--- src/rtl/pdm_tx_cic_if.sv ---
// rtl/pdm_tx_cic_if.sv - PCM sample stream into the PDM transmit path
interface pdm_tx_cic_if #(
    parameter int DATA_WIDTH = 16
);
    logic [DATA_WIDTH-1:0] tdata;
    logic                  tvalid;
    logic                  tready;

    modport master (output tdata, output tvalid, input tready);
    modport slave  (input tdata, input tvalid, output tready);
endinterface

--- src/rtl/pdm_tx_cic.sv ---
// rtl/pdm_tx_cic.sv - 2-stage CIC interpolator feeding a first-order sigma-delta PDM modulator
module pdm_tx_cic #(
    parameter int DATA_WIDTH = 16,
    parameter int RATE_WIDTH = 8,
    parameter int DIV_WIDTH  = 10
) (
    input  logic                  clk_i,
    input  logic                  rst_i,
    input  logic                  en_i,
    input  logic                  clr_i,
    input  logic [RATE_WIDTH-1:0] rate_i,
    input  logic [DIV_WIDTH-1:0]  clk_div_i,
    pdm_tx_cic_if.slave           sample,
    output logic                  pdm_clk_o,
    output logic                  pdm_data_o,
    output logic                  underrun_o
);
    localparam int W  = DATA_WIDTH + RATE_WIDTH + 2;
    localparam int AW = W + 2;

    typedef enum logic {IDLE = 1'b0, RUN = 1'b1} state_t;

    state_t                state;
    logic [DIV_WIDTH-1:0]  div_cnt;
    logic                  pclk_q;
    logic [RATE_WIDTH-1:0] phase;
    logic                  buf_full;
    logic [DATA_WIDTH-1:0] buf_data;
    logic [W-1:0]          x_d, c1_d, i1, i2;
    logic [AW-1:0]         acc;
    logic                  bit_q;
    logic                  underrun_q;

    logic                  div_tc, bit_tick, sample_tick, hs;
    logic [W-1:0]          x, c1, c2, u;
    logic [RATE_WIDTH:0]   ratio;
    logic [AW-1:0]         fb, acc_next;

    assign div_tc      = (div_cnt == clk_div_i);
    // A bit period ends on the terminal count that drives the PDM clock low.
    assign bit_tick    = en_i & div_tc & pclk_q;
    assign sample_tick = bit_tick & (phase == '0);
    assign hs          = sample.tvalid & ~buf_full & ~clr_i;

    assign x  = buf_full ? {{(W-DATA_WIDTH){buf_data[DATA_WIDTH-1]}}, buf_data} : '0;
    assign c1 = x - x_d;
    assign c2 = c1 - c1_d;
    assign u  = sample_tick ? c2 : '0;

    assign ratio    = {1'b0, rate_i} + (RATE_WIDTH+1)'(1);
    assign fb       = AW'(ratio) << (DATA_WIDTH-1);
    assign acc_next = acc + {{2{i2[W-1]}}, i2} - (bit_q ? fb : -fb);

    always_ff @(posedge clk_i or posedge rst_i) begin
        if (rst_i) begin
            state      <= IDLE;
            div_cnt    <= '0;
            pclk_q     <= 1'b0;
            phase      <= '0;
            buf_full   <= 1'b0;
            buf_data   <= '0;
            x_d        <= '0;
            c1_d       <= '0;
            i1         <= '0;
            i2         <= '0;
            acc        <= '0;
            bit_q      <= 1'b0;
            underrun_q <= 1'b0;
        end else if (clr_i) begin
            state      <= en_i ? RUN : IDLE;
            div_cnt    <= '0;
            pclk_q     <= 1'b0;
            phase      <= '0;
            buf_full   <= 1'b0;
            buf_data   <= '0;
            x_d        <= '0;
            c1_d       <= '0;
            i1         <= '0;
            i2         <= '0;
            acc        <= '0;
            bit_q      <= 1'b0;
            underrun_q <= 1'b0;
        end else begin
            state      <= en_i ? RUN : IDLE;
            underrun_q <= sample_tick & ~buf_full;

            // A sample arriving on an underrunning tick is kept for the next one.
            if (hs) begin
                buf_full <= 1'b1;
                buf_data <= sample.tdata;
            end else if (sample_tick) begin
                buf_full <= 1'b0;
            end

            if (en_i) begin
                div_cnt <= div_tc ? '0 : div_cnt + DIV_WIDTH'(1);
                if (div_tc) pclk_q <= ~pclk_q;
            end

            if (sample_tick) begin
                x_d  <= x;
                c1_d <= c1;
            end

            if (bit_tick) begin
                phase <= (phase == rate_i) ? '0 : phase + RATE_WIDTH'(1);
                i1    <= i1 + u;
                i2    <= i2 + i1;
                acc   <= acc_next;
                bit_q <= ~acc_next[AW-1];
            end
        end
    end

    assign pdm_clk_o    = pclk_q & (state == RUN);
    assign pdm_data_o   = bit_q;
    assign underrun_o   = underrun_q;
    assign sample.tready = ~buf_full;
endmodule

--- src/flat_wrapper.sv ---
// flat-port wrapper written by rule: the top's interface ports become plain ports
module pdm_tx_cic_flat 
#(
    parameter int DATA_WIDTH = 16,
    parameter int RATE_WIDTH = 8,
    parameter int DIV_WIDTH  = 10
)
  (clk_i, rst_i, en_i, clr_i, rate_i, clk_div_i, pdm_clk_o, pdm_data_o, underrun_o, sample_tdata, sample_tvalid, sample_tready);
  pdm_tx_cic_if #(.DATA_WIDTH(DATA_WIDTH)) sample_i ();
  input  logic clk_i;
  input  logic rst_i;
  input  logic en_i;
  input  logic clr_i;
  input  logic [RATE_WIDTH-1:0] rate_i;
  input  logic [DIV_WIDTH-1:0] clk_div_i;
  output logic pdm_clk_o;
  output logic pdm_data_o;
  output logic underrun_o;
  input wire logic [$bits(sample_i.tdata)-1:0] sample_tdata;
  input wire logic [$bits(sample_i.tvalid)-1:0] sample_tvalid;
  output wire logic [$bits(sample_i.tready)-1:0] sample_tready;
  assign sample_i.tdata = sample_tdata;
  assign sample_i.tvalid = sample_tvalid;
  assign sample_tready = sample_i.tready;
  pdm_tx_cic #(.DATA_WIDTH(DATA_WIDTH), .RATE_WIDTH(RATE_WIDTH), .DIV_WIDTH(DIV_WIDTH)) u_core (.clk_i(clk_i), .rst_i(rst_i), .en_i(en_i), .clr_i(clr_i), .rate_i(rate_i), .clk_div_i(clk_div_i), .sample(sample_i), .pdm_clk_o(pdm_clk_o), .pdm_data_o(pdm_data_o), .underrun_o(underrun_o));
endmodule
--- config.mk ---
export PLATFORM = sky130hd
export DESIGN_NAME = pdm_tx_cic_flat
export DESIGN_NICKNAME = d
export VERILOG_FILES = /design/src/rtl/pdm_tx_cic_if.sv /design/src/rtl/pdm_tx_cic.sv /design/src/flat_wrapper.sv
export SDC_FILE = /design/constraint.sdc
export NUM_CORES = 1
export LEC_CHECK = 0
export CAP_MARGIN = 20
export CORE_ASPECT_RATIO = 0.7
export CORE_UTILIZATION = 45
export DETAILED_ROUTE_END_ITERATION = 12
export PLACE_DENSITY = 0.65
export SKIP_CTS_REPAIR_TIMING = 1
export SYNTH_ARGS = -nofsm -noshare
export SYNTH_HDL_FRONTEND = slang
export SYNTH_SLANG_ARGS = --single-unit
--- constraint.sdc ---
create_clock -name clk_i -period 5.7 [get_ports clk_i]
set_input_delay 1.71 -clock clk_i [delete_from_list [all_inputs] [get_ports clk_i]]
set_output_delay 1.71 -clock clk_i [all_outputs]
set_load 0.005 [all_outputs]
==> summary.md, run 1 <==
* **setup repair after global routing missed its margin** yes
* **share of async-settable or async-resettable flops after synthesis** 1.000
* **synth warn** 0
* **post-placement setup slack** -684.7 ps
* **start of the worst register-to-register path** u_core.buf_full
* **smallest setup slack after layout** -324.0 ps
* **Sequential Area** 0.004029 mm2
* **number of synthesized flops with an enable pin** 0
* **Synth-to-Final Area Change** 24.47%
* **number of synthesized register bits** 161
* **startpoint kind of the worst setup timing path** flip-flop
* **Primary FF master, synth** sky130_fd_sc_hd__dfrtp_1
* **Yosys cell types** 71
* **reported leakage power** 7.705 nW
* **effective utilization at floorplan** 0.4642
* **share of cells above drive strength 1** 0.1787
* **Crit. End Element** flip-flop
* **mean post-synth cell area** 8.027 um2
* **number of nets in the finished design** 2,086
* **class of the tightest hold or removal check** reg2reg
* **number of max-capacitance violations reported** 0
* **Mapped Cells** 1,697
* **register clock-pin slew on the reported worst setup and hold paths** 70 ps
* **top fanout value on the critical path** 5
* **Std-Cell Core Area** 0.02934 mm2
* **Register-to-Register Path Depth** 29
* **Detail Route Antenna Nets** 0
* **sequential cell area fraction in the yosys report** 0.2958
* **final slew viol count** 0
* **Clock Sinks** 161
* **Max IR drop VDD** 0.2012 mV
* **wire length after detailed routing** 32.96 mm
* **Flop pwr share** 0.345
* **delay of the slowest cell on the worst path** 400 ps
* **R2R Setup Slk** -320 ps
* **startpoint of the tightest hold check path** u_core.acc[24]
* **Clk Latency, worst-skew pair** 460 ps
* **I/O pin count** 43
* **Arr. time, crit path** 6370 ps
* **initial antenna violation count** 0
* **maximum achievable frequency** 0.1660 GHz
* **result of the run** finished with violations
* **DIE AREA** 0.03098 mm2
* **remaining routing DRC violations** 0
* **Tightest Pin Transition** 941.8 ps
* **crit path kind** reg2reg
* **combinational group share of total power** 0.296
* **violated checks** setup timing
* **Clock Skew** 14.07 ps
* **chip height** 147.6 um
* **relative contribution of the clock network to total power** 0.359
* **final critical delay including setup and external delays** 6024 ps
* **ratio of routed vias to standard cells** 5.313
* **via total after detailed routing** 12,290
* **Tot GR Track Use** 0.2195
* **library cell contributing the largest single delay on the critical path** sky130_fd_sc_hd__dfrtp_1
* **reg-to-reg critical path endpoint** u_core.i1[25]
* **pin count of the biggest net entering global routing** 162
* **wire length per cell** 14.25 um
* **Setup Viol. Count Final** 1
* **Synthesized Nets** 1,888
* **Hold Violations, Final** 0
* **number of violations reported at the end of detailed-routing iteration 0** 708
* **number of standard-cell rows in the floorplan** 52
* **Power Internal** 2.304 mW
* **Root Buffer Master** sky130_fd_sc_hd__clkbuf_16
* **CTS H-Tree Depth** 4
* **number of global-route vias before repair** 11,490
* **number of buffers on the longest clock path** 2
* **global placement routability congestion** 0.8913
* **slew margin rel.** 0.3721
* **Final Cycle Share** 1.057
* **number of stages on the worst hold path** 2
* **number of antenna cells inserted** 0
* **clock buffers created by TritonCTS** 17
* **switching portion of total power** 0.3128
* **post-synth design cell area** 0.01362 mm2
* **Worst Hold Path EP** u_core.acc[24]
* **Pre-antenna DRT Iters** 5
* **TritonCTS clock tree** done
* **remaining global-route overflow** 0
* **Fill cells** 2,680
* **switching power** 1.049 mW
* **total area of multi-input combinational cells** 0.009271 mm2
* **Pwr per Cell Area** 197.8 mW/mm2
* **placed wire-length estimate after detailed placement** 23.88 mm
* **required time of the critical path** 6040 ps
* **Final Power** 3.353 mW
* **first-pass GRT wire length** 55.99 mm
* **Die X** 210.0 um
* **number of buffer cells added on primary ports** 42
-- registers in the layout, summed over array words and instances, names as in the netlist, 8 cells and up --
name and cells:
u_core.phase 8, u_core.i1 26, u_core.acc 28, u_core.x_d 16, u_core.buf_data 16, u_core.c1_d 26
u_core.div_cnt 10, u_core.i2 26
-- cell usage after synthesis (30+ instances only) --
cell	n	area share
sky130_fd_sc_hd__dfrtp_1	161	0.30
sky130_fd_sc_hd__a21oi_1	185	0.068
sky130_fd_sc_hd__inv_1	149	0.041
sky130_fd_sc_hd__nor2_1	127	0.035
sky130_fd_sc_hd__a21o_1	44	0.024
sky130_fd_sc_hd__nand2_1	246	0.068
sky130_fd_sc_hd__clkbuf_1	60	0.017
sky130_fd_sc_hd__xor2_1	41	0.026
sky130_fd_sc_hd__o21ai_0	75	0.028
sky130_fd_sc_hd__xnor2_1	85	0.055
sky130_fd_sc_hd__ha_1	136	0.12
sky130_fd_sc_hd__nand3_1	30	0.011
-- critical path, delay by kind of cell (launching register included) --
kind                       cells  cell delay (ps)
buffers and inverters          2              220
AOI/OAI and AO/OA             13             2310
DFF                            1              400
xor gates and xnor gates       2              340
and+or+nand+nor                6             1040
muxes                          2              480
adders and majority gates      4             1080
-- power groups by stage --
stage,Clock [mW],Sequential (mW),Combinational (mW)
after detailed placement,0,1.18,0.798
after CTS,1.24,1.16,0.805
after global routing,1.28,1.16,1.09
final,1.20,1.16,0.993
after global placement,0,1.18,0.789
after floorplan,0,1.18,0.498
-- cell type report --
cell class | count | share of cell area
multi-input cells | 1320 | 0.5468
flip-flops and latches | 161 | 0.2376
repair buffers | 246 | 0.1171
inverters | 149 | 0.03321
well taps | 405 | 0.02989
clock buffers | 17 | 0.02509
clock inverters | 15 | 0.01026
-- cell families after synthesis --
kind of cell / count (synthesis) / synth area share
buffers and inverters: 216 / 0.05998
AOI/OAI and AO/OA: 468 / 0.2166
and+or+nand+nor: 568 / 0.1936
muxes: 6 / 0.004593
xor gates and xnor gates: 126 / 0.08101
adders and majority gates: 152 / 0.1484
DFF: 161 / 0.2958
-- layer usage --
layer	wire, um	global-route usage
met1	17360	0.3306
met3	1028	0.03633
met2	14300	0.3262
met5	0	0
met4	276	0.05073
-- worst max-delay path by stage --
stage	from	slack, ps	cells after the start	endpoint
floorplan	u_core.buf_full	-350	31	u_core.i1[25]
global placement	u_core.buf_full	-550	30	u_core.i1[25]
detailed placement	u_core.buf_full	-680	29	u_core.i1[25]
CTS	u_core.buf_full	-750	30	u_core.i1[25]
global route	u_core.buf_full	-590	29	u_core.i1[25]
finish	u_core.buf_full	-320	29	u_core.i1[25]
-- layout by cell type (no fill, tap or decap), types with 20 or more instances in the layout --
| cell | netlist | layout |
|---|---|---|
| sky130_fd_sc_hd__nand3_1 | 30 | 26 |
| sky130_fd_sc_hd__ha_1 | 136 | 132 |
| sky130_fd_sc_hd__a211oi_1 | 26 | 23 |
| sky130_fd_sc_hd__o21a_1 | 22 | 22 |
| sky130_fd_sc_hd__nor2_1 | 127 | 125 |
| sky130_fd_sc_hd__clkdlybuf4s50_1 | 0 | 41 |
| sky130_fd_sc_hd__a21oi_2 | 0 | 20 |
| sky130_fd_sc_hd__nor3_1 | 26 | 23 |
| sky130_fd_sc_hd__nand2_1 | 246 | 241 |
| sky130_fd_sc_hd__xnor2_1 | 85 | 83 |
| sky130_fd_sc_hd__dfrtp_1 | 161 | 161 |
| sky130_fd_sc_hd__xor2_1 | 41 | 40 |
| sky130_fd_sc_hd__o21ai_0 | 75 | 59 |
| sky130_fd_sc_hd__a21o_1 | 44 | 44 |
| sky130_fd_sc_hd__a21oi_1 | 185 | 161 |
| sky130_fd_sc_hd__inv_1 | 149 | 146 |
| sky130_fd_sc_hd__and2_1 | 26 | 24 |
| sky130_fd_sc_hd__buf_4 | 0 | 200 |
-- per-stage QoR --
step / cell area, um2 / cells / TNS, ps / hold slack, ps / util
floorplan: 13630 / 1697 / -347.7 / 449.8 / -
global placement: 15780 / 2269 / -1204 / 466.9 / 0.5377
detailed placement: 15780 / 2269 / -2097 / 473.8 / 0.5377
CTS: 16380 / 2301 / -2217 / 490.6 / 0.5582
global route: 16960 / 2313 / -1557 / 536.8 / 0.5778
finish: 16960 / 2313 / -324.0 / 496.1 / 0.5778
Power figures use the tool's default switching activity.
==> run 2, diff against run 1 <==
GPL_ROUTABILITY_DRIVEN = 0   (was default)
==> results of run 2 <==
No change in the layout: final DEF, timing and power equal those of run 1.
